$ cat src/rtl/riscv_pkg.sv
// Shared types and helpers for the RISC-V core memory path.
package riscv_pkg;

    localparam int XLEN = 32;

    typedef enum logic [1:0] {
        MEM_B = 2'd0,
        MEM_H = 2'd1,
        MEM_W = 2'd2
    } mem_size_t;

    typedef enum logic [1:0] {
        IDLE = 2'd0,
        REQ  = 2'd1,
        RESP = 2'd2
    } mem_state_t;

    // The unused size encoding 3 is treated as a full word.
    function automatic mem_size_t to_size(input logic [1:0] raw);
        case (raw)
            2'd0:    return MEM_B;
            2'd1:    return MEM_H;
            default: return MEM_W;
        endcase
    endfunction

    // Byte enables for a store; H looks only at addr[1], W at neither bit.
    function automatic logic [3:0] store_strb(input mem_size_t size, input logic [1:0] addr_lo);
        case (size)
            MEM_B:   return 4'b0001 << addr_lo;
            MEM_H:   return addr_lo[1] ? 4'b1100 : 4'b0011;
            default: return 4'b1111;
        endcase
    endfunction

endpackage

$ cat src/rtl/load_align.sv
// Load data lane select and sign/zero extension.
module load_align #(
    parameter int XLEN = riscv_pkg::XLEN
) (
    input  logic [XLEN-1:0]       rdata,
    input  logic [1:0]            addr_lo,
    input  riscv_pkg::mem_size_t  size,
    input  logic                  is_unsigned,
    output logic [XLEN-1:0]       data
);
    import riscv_pkg::*;

    logic [7:0]  byte_sel;
    logic [15:0] half_sel;

    // Pick the addressed byte/half and extend it to XLEN.
    always_comb begin
        byte_sel = rdata[{addr_lo, 3'b000} +: 8];
        half_sel = addr_lo[1] ? rdata[31:16] : rdata[15:0];
        case (size)
            MEM_B:   data = {{(XLEN-8){~is_unsigned & byte_sel[7]}}, byte_sel};
            MEM_H:   data = {{(XLEN-16){~is_unsigned & half_sel[15]}}, half_sel};
            default: data = rdata;
        endcase
    end

endmodule

$ cat src/rtl/mem_stage.sv
// Memory stage: passes ALU results through in one cycle, runs loads and
// stores over a valid/ready request + valid response data memory port.
// Build option: MEM_MISALIGN_TRAP_EN turns misaligned H/W accesses into a
// one-cycle trap instead of silently aligning them.
//
// state | meaning
// IDLE  | ready for a new instruction; ALU ops complete from here
// REQ   | memory request presented, waiting for dmem_req_ready
// RESP  | request accepted, waiting for dmem_resp_valid
module mem_stage #(
    parameter int XLEN   = riscv_pkg::XLEN,
    parameter int ADDR_W = 32
) (
    input  logic              clk,
    input  logic              rst,
    input  logic              in_valid,
    input  logic [4:0]        rd_addr_in,
    input  logic [XLEN-1:0]   rd_in,
    input  logic              writeback_en_in,
    input  logic              writeback_from_mem_in,
    input  logic              mem_write_in,
    input  logic [1:0]        mem_size_in,
    input  logic              mem_unsigned_in,
    input  logic [XLEN-1:0]   store_data_in,
    output logic              stall,
    output logic              dmem_req_valid,
    input  logic              dmem_req_ready,
    output logic [ADDR_W-1:0] dmem_addr,
    output logic              dmem_we,
    output logic [3:0]        dmem_wstrb,
    output logic [XLEN-1:0]   dmem_wdata,
    input  logic              dmem_resp_valid,
    input  logic [XLEN-1:0]   dmem_rdata,
    output logic              wb_valid,
    output logic [4:0]        wb_rd_addr,
    output logic [XLEN-1:0]   wb_data,
    output logic              wb_en,
    output logic              trap
);
    import riscv_pkg::*;

    mem_state_t state_q, state_d;
    mem_size_t  size_in;
    logic       is_mem;
    logic       misalign;
    logic       accept;

    logic [4:0]        h_rd_addr;
    logic [ADDR_W-1:0] h_addr;
    logic              h_we;
    logic [3:0]        h_wstrb;
    logic [XLEN-1:0]   h_wdata;
    mem_size_t         h_size;
    logic              h_unsigned;
    logic              h_wb_en;
    logic [XLEN-1:0]   store_lanes;
    logic [XLEN-1:0]   load_data;

    assign size_in = to_size(mem_size_in);
    assign is_mem  = writeback_from_mem_in | mem_write_in;

`ifdef MEM_MISALIGN_TRAP_EN
    assign misalign = (size_in == MEM_H && rd_in[0]) ||
                      (size_in == MEM_W && rd_in[1:0] != 2'b00);
`else
    assign misalign = 1'b0;
`endif

    assign accept = (state_q == IDLE) && in_valid && is_mem && !misalign;

    // Next state and combinational handshake outputs.
    always_comb begin
        state_d = state_q;
        stall   = 1'b1;
        case (state_q)
            IDLE: begin
                stall = accept;
                if (accept)
                    state_d = REQ;
            end
            REQ: begin
                if (dmem_req_ready)
                    state_d = RESP;
            end
            RESP: begin
                if (dmem_resp_valid)
                    state_d = IDLE;
            end
            default: state_d = IDLE;
        endcase
    end

    // State register.
    always_ff @(posedge clk) begin
        if (rst)
            state_q <= IDLE;
        else
            state_q <= state_d;
    end

    // Replicate the store byte/half across all lanes.
    always_comb begin
        case (size_in)
            MEM_B:   store_lanes = {(XLEN/8){store_data_in[7:0]}};
            MEM_H:   store_lanes = {(XLEN/16){store_data_in[15:0]}};
            default: store_lanes = store_data_in;
        endcase
    end

    // Capture the memory op so upstream changes cannot disturb the request.
    always_ff @(posedge clk) begin
        if (rst) begin
            h_rd_addr  <= '0;
            h_addr     <= '0;
            h_we       <= 1'b0;
            h_wstrb    <= '0;
            h_wdata    <= '0;
            h_size     <= MEM_B;
            h_unsigned <= 1'b0;
            h_wb_en    <= 1'b0;
        end else if (accept) begin
            h_rd_addr  <= rd_addr_in;
            h_addr     <= rd_in[ADDR_W-1:0];
            h_we       <= mem_write_in;
            h_wstrb    <= mem_write_in ? store_strb(size_in, rd_in[1:0]) : 4'b0000;
            h_wdata    <= mem_write_in ? store_lanes : '0;
            h_size     <= size_in;
            h_unsigned <= mem_unsigned_in;
            h_wb_en    <= writeback_en_in && (rd_addr_in != 5'd0);
        end
    end

    assign dmem_req_valid = (state_q == REQ);
    assign dmem_addr      = {h_addr[ADDR_W-1:2], 2'b00};
    assign dmem_we        = h_we;
    assign dmem_wstrb     = h_wstrb;
    assign dmem_wdata     = h_wdata;

    load_align #(.XLEN(XLEN)) u_load_align (
        .rdata       (dmem_rdata),
        .addr_lo     (h_addr[1:0]),
        .size        (h_size),
        .is_unsigned (h_unsigned),
        .data        (load_data)
    );

    // M/WB register: one-cycle pulse of wb_valid per completed instruction.
    always_ff @(posedge clk) begin
        if (rst) begin
            wb_valid   <= 1'b0;
            wb_en      <= 1'b0;
            wb_rd_addr <= '0;
            wb_data    <= '0;
        end else begin
            wb_valid <= 1'b0;
            wb_en    <= 1'b0;
            if (state_q == IDLE && in_valid && (!is_mem || misalign)) begin
                wb_valid   <= 1'b1;
                wb_rd_addr <= rd_addr_in;
                wb_data    <= rd_in;
                wb_en      <= !is_mem && writeback_en_in && (rd_addr_in != 5'd0);
            end else if (state_q == RESP && dmem_resp_valid) begin
                wb_valid   <= 1'b1;
                wb_rd_addr <= h_rd_addr;
                wb_data    <= h_we ? '0 : load_data;
                wb_en      <= !h_we && h_wb_en;
            end
        end
    end

`ifdef MEM_MISALIGN_TRAP_EN
    // Trap pulses alongside the wb_valid of the faulting instruction.
    always_ff @(posedge clk) begin
        if (rst)
            trap <= 1'b0;
        else
            trap <= (state_q == IDLE) && in_valid && is_mem && misalign;
    end
`else
    assign trap = 1'b0;
`endif

endmodule

$ cat config.mk
export PLATFORM = sky130hd
export DESIGN_NAME = mem_stage
export DESIGN_NICKNAME = d
export VERILOG_FILES = /design/src/rtl/riscv_pkg.sv /design/src/rtl/load_align.sv /design/src/rtl/mem_stage.sv
export SDC_FILE = /design/constraint.sdc
export NUM_CORES = 1
export LEC_CHECK = 0
export CORE_MARGIN = 3
export CORE_UTILIZATION = 44
export DETAILED_ROUTE_END_ITERATION = 8
export GPL_TIMING_DRIVEN = 0
export HOLD_SLACK_MARGIN = 0.1
export PLACE_DENSITY = 0.87
export SYNTH_ARGS = -nofsm -noshare
export SYNTH_HDL_FRONTEND = slang
export SYNTH_SLANG_ARGS = --single-unit
$ cat constraint.sdc
create_clock -name clk -period 1.8 [get_ports clk]
set_input_delay 0.36 -clock clk [delete_from_list [all_inputs] [get_ports clk]]
set_output_delay 0.36 -clock clk [all_outputs]
set_load 0.005 [all_outputs]
==> impl_metrics.json <==
{
  "status": "finished, violations left",
  "violations": "negative setup slack",
  "synthArstFlopShare_pct": 0,
  "clock_path_buffers": 2,
  "cp-startpoint": "state_q[1]$_SDFFE_PP0P_",
  "coreArea_mm2": 0.0122,
  "p_leak_uw": 0.00356,
  "drive_above_1_share_pct": 18.3,
  "cpPeakStageDelay_ns": 0.42,
  "antenna_found_initial": 1,
  "synth_ff_type": "dfxtp_1",
  "maxSlewHeadroom_pct": 60.4,
  "synth.avg_cell_area_um2": 8.35,
  "final_cells": 1103,
  "drt_wl_total_mm": 22.0,
  "fillCellCount": 912,
  "seq_area_frac_synth_pct": 42.7,
  "peakVddDrop_v": 0.000596,
  "startpoint_type": "flip-flop",
  "vias_per_cell": 5.66,
  "synth_top_family_by_area": "compound AO/OA/AOI/OAI gates",
  "finalClockSkew_ns": 0.00678,
  "dpl_worst_slack_ns": -0.880,
  "fin_crit_sh_pct": 106,
  "worstHoldPathType": "reg2reg",
  "cts_root_buf": "clkbuf_16",
  "nNetsFinal": 1033,
  "grtUsageMet2_pct": 52.8,
  "yosys.area_share.simple_pct": 19.2,
  "dp_hpwl_mm": 15.3,
  "clock_latency_ns": 0.41,
  "hold_viol_final": 0,
  "drv_cap": 0,
  "cts_tree": "yes",
  "synth_cell_types": 45,
  "tns_ns": -0.0999,
  "worst_hold_slack_ns": 0.454,
  "ios": 223,
  "met3_usage_pct": 9.19,
  "post-route-min-period_ns": 1.90,
  "drt-pass1-iter-count": 5,
  "drv_slew": 0,
  "synth-adder-area-share_pct": 0,
  "crit_fanout": 5,
  "synth_edf_count": 0,
  "die_area_mm2": 0.0141,
  "numCtsBuffers": 17,
  "worstHoldStart": "dmem_wstrb[1]$_SDFFE_PP0P_",
  "crit_slowest_cell": "or3b_4",
  "htreeDepth": 4,
  "timing.rr.start": "state_q[1]$_SDFFE_PP0P_",
  "worstSetupPathType": "reg2out",
  "setup_viol": 1,
  "worst_setup_path_end_kind": "primary output",
  "multiInputGateArea_mm2": 0.00280,
  "rsz0062_at_grt": "yes",
  "ant_nets": 0,
  "avgRoutedWirePerCell_um": 19.9,
  "synth_seq_cells": 119,
  "max_slew.worst_pin.slew_ns": 0.594,
  "die_x_um": 119,
  "syn_to_final_growth_pct": 59.2,
  "power.density_mw_per_mm2": 886,
  "path_clk_slew_ns": 0.06,
  "grt_pass1_vias": 6263,
  "cts.sinks": 119,
  "timing.final.ws_setup_ns": -0.0999,
  "grt_max_degree": 17,
  "synth_compound_area_share_pct": 21.4,
  "grt-ovfl-total": 0,
  "crit_chain": "or3b_4 > nor2_4 > or3_4 > buf_6",
  "timing.fmax_mhz": 526,
  "port-buffer-count": 218,
  "required_ns": 1.44,
  "route.detailed.drc": 0,
  "syn_area_mm2": 0.00558,
  "syn_inst": 669,
  "yosys-mux-area-fraction_pct": 7.95,
  "die_h_um": 119,
  "initial_utilization_pct": 45.7,
  "yosysWarnings": 0,
  "gp_congestion": 0.947,
  "grtUsageTotal_pct": 30.4,
  "synth-xor-area-share_pct": 0,
  "register_area_mm2": 0.00239,
  "busiest_layer": "met2",
  "row_count": 40,
  "grt_pass1_wl_mm": 33.8,
  "cts_hold_buf": 0,
  "first_iter_violations": 546,
  "place_inst": 1057,
  "place_area_mm2": 0.00798,
  "grt_use_met1_pct": 35.0,
  "vias": 6247,
  "arrival_ns": 1.54,
  "stdcell_area_mm2": 0.00889
}
placed cells by master (no fill, tap or decap), types with 3 or more instances in the layout:
master	synthesis	layout
a211o_1	7	7
a211oi_1	6	6
a21oi_1	65	62
a21oi_2	0	3
a22oi_1	49	49
a31oi_1	15	15
and3_1	15	15
and3b_1	8	8
buf_2	10	9
buf_4	35	54
bufinv_16	0	3
clkbuf_1	36	13
clkbuf_16	0	17
clkbuf_2	0	17
clkbuf_8	0	4
clkdlybuf4s50_1	0	213
clkinvlp_4	0	4
conb_1	1	3
dfxtp_1	119	116
dlygate4sd2_1	0	4
inv_1	3	3
inv_6	0	3
mux2_2	25	25
mux2i_1	14	14
nand2_1	109	107
nand3_1	17	17
nor2_1	47	45
nor2b_1	3	3
o21ai_0	28	28
o22ai_1	15	15
or2_2	3	3
or3_1	7	6
worst paths after layout:
check / end / slack, ns / cells past startpoint
max reg2reg: h_addr[31]$_SDFFE_PP0P_ / 0.02 / 7
min reg2reg: dmem_wstrb[1]$_SDFFE_PP0P_ / 0.45 / 2
min: dmem_wstrb[1]$_SDFFE_PP0P_ / 0.45 / 2
max: stall / -0.1 / 4
layout make-up:
class,instances,area share (%)
clock buffers,19,5.10
plain buffers,82,5.83
diodes,1,0.0282
well taps,168,2.36
repair buffers,236,26.3
inverters,3,0.127
flip-flops and latches,119,26.9
clock inverters,13,1.90
multi-input cells,462,31.4
routing by layer:
| metal | up-vias | share of wire [%] |
|---|---|---|
| met4 | 2 | 3.5 |
| li1 | 2853 | - |
| met3 | 68 | 9.9 |
| met1 | 2945 | 37 |
| met2 | 379 | 49 |
| met5 | - | 0.059 |
what timing repair did:
item,4_1_cts,5_1_grt
resized for setup,47,36
pin swaps,5,6
endpoints found under the setup margin,118,95
buffers inserted,12,6
endpoints found under the hold margin,0,0
worst max-delay path, delay by kind of cell (launching register included):
kind	cells	cell delay [ns]
flip-flops	1	0.36
buffers and inverters	1	0.08
AND/OR/NAND/NOR	3	0.68
cells in the mapped netlist, drive strengths merged (2+ instances only):
master    n  area [um^2]
o22ai    15         93.8
or3       7         43.8
inv       3         11.3
nand3b    3         35.0
a21oi    65          325
mux2     25          282
a211oi    7         57.6
a31oi    15         93.8
a21o      3         22.5
and3b     8         70.1
o21ai    28          140
buf      51          343
nor3      4         36.3
nand3    17         85.1
nor2     48          183
a211o     7         61.3
clkbuf   36          135
nor2b     3         18.8
o211ai    2         15.0
or2       3         18.8
and3     15         93.8
a22oi    49          368
nand2b    2         12.5
nand2   109          409
dfxtp   119         2380
mux2i    14          140
sequential cells by signal, indices dropped and copies added (netlist names):
signal	count
dmem_we	1
dmem_wstrb	4
wb_valid	1
h_size	2
h_unsigned	1
wb_data	32
h_wb_en	1
h_addr	32
h_rd_addr	5
state_q	2
wb_en	1
dmem_wdata	32
wb_rd_addr	5
where the power goes:
part	internal (uW)	switching (uW)
Sequential	2780	89.7
Combinational	772	660
Clock	2260	1310
stage by stage:
stage / utilization (%) / total power (uW)
2_1_floorplan: - / 3500
3_3_place_gp: 65.4 / 4220
3_5_place_dp: 65.4 / 4240
4_1_cts: 72.2 / 7830
5_1_grt: 72.8 / 8110
6_report: 72.8 / 7870
logic make-up (layout without fill, tap and decap cells):
| family | Yosys count | count (layout) |
|---|---|---|
| muxes | 40 | 40 |
| AOI/OAI and AO/OA | 193 | 193 |
| buffers and inverters | 90 | 353 |
| DFF | 119 | 119 |
| and+or+nand+nor | 226 | 226 |
| other | 1 | 4 |
Note: power is estimated with default switching activity, not from simulation.
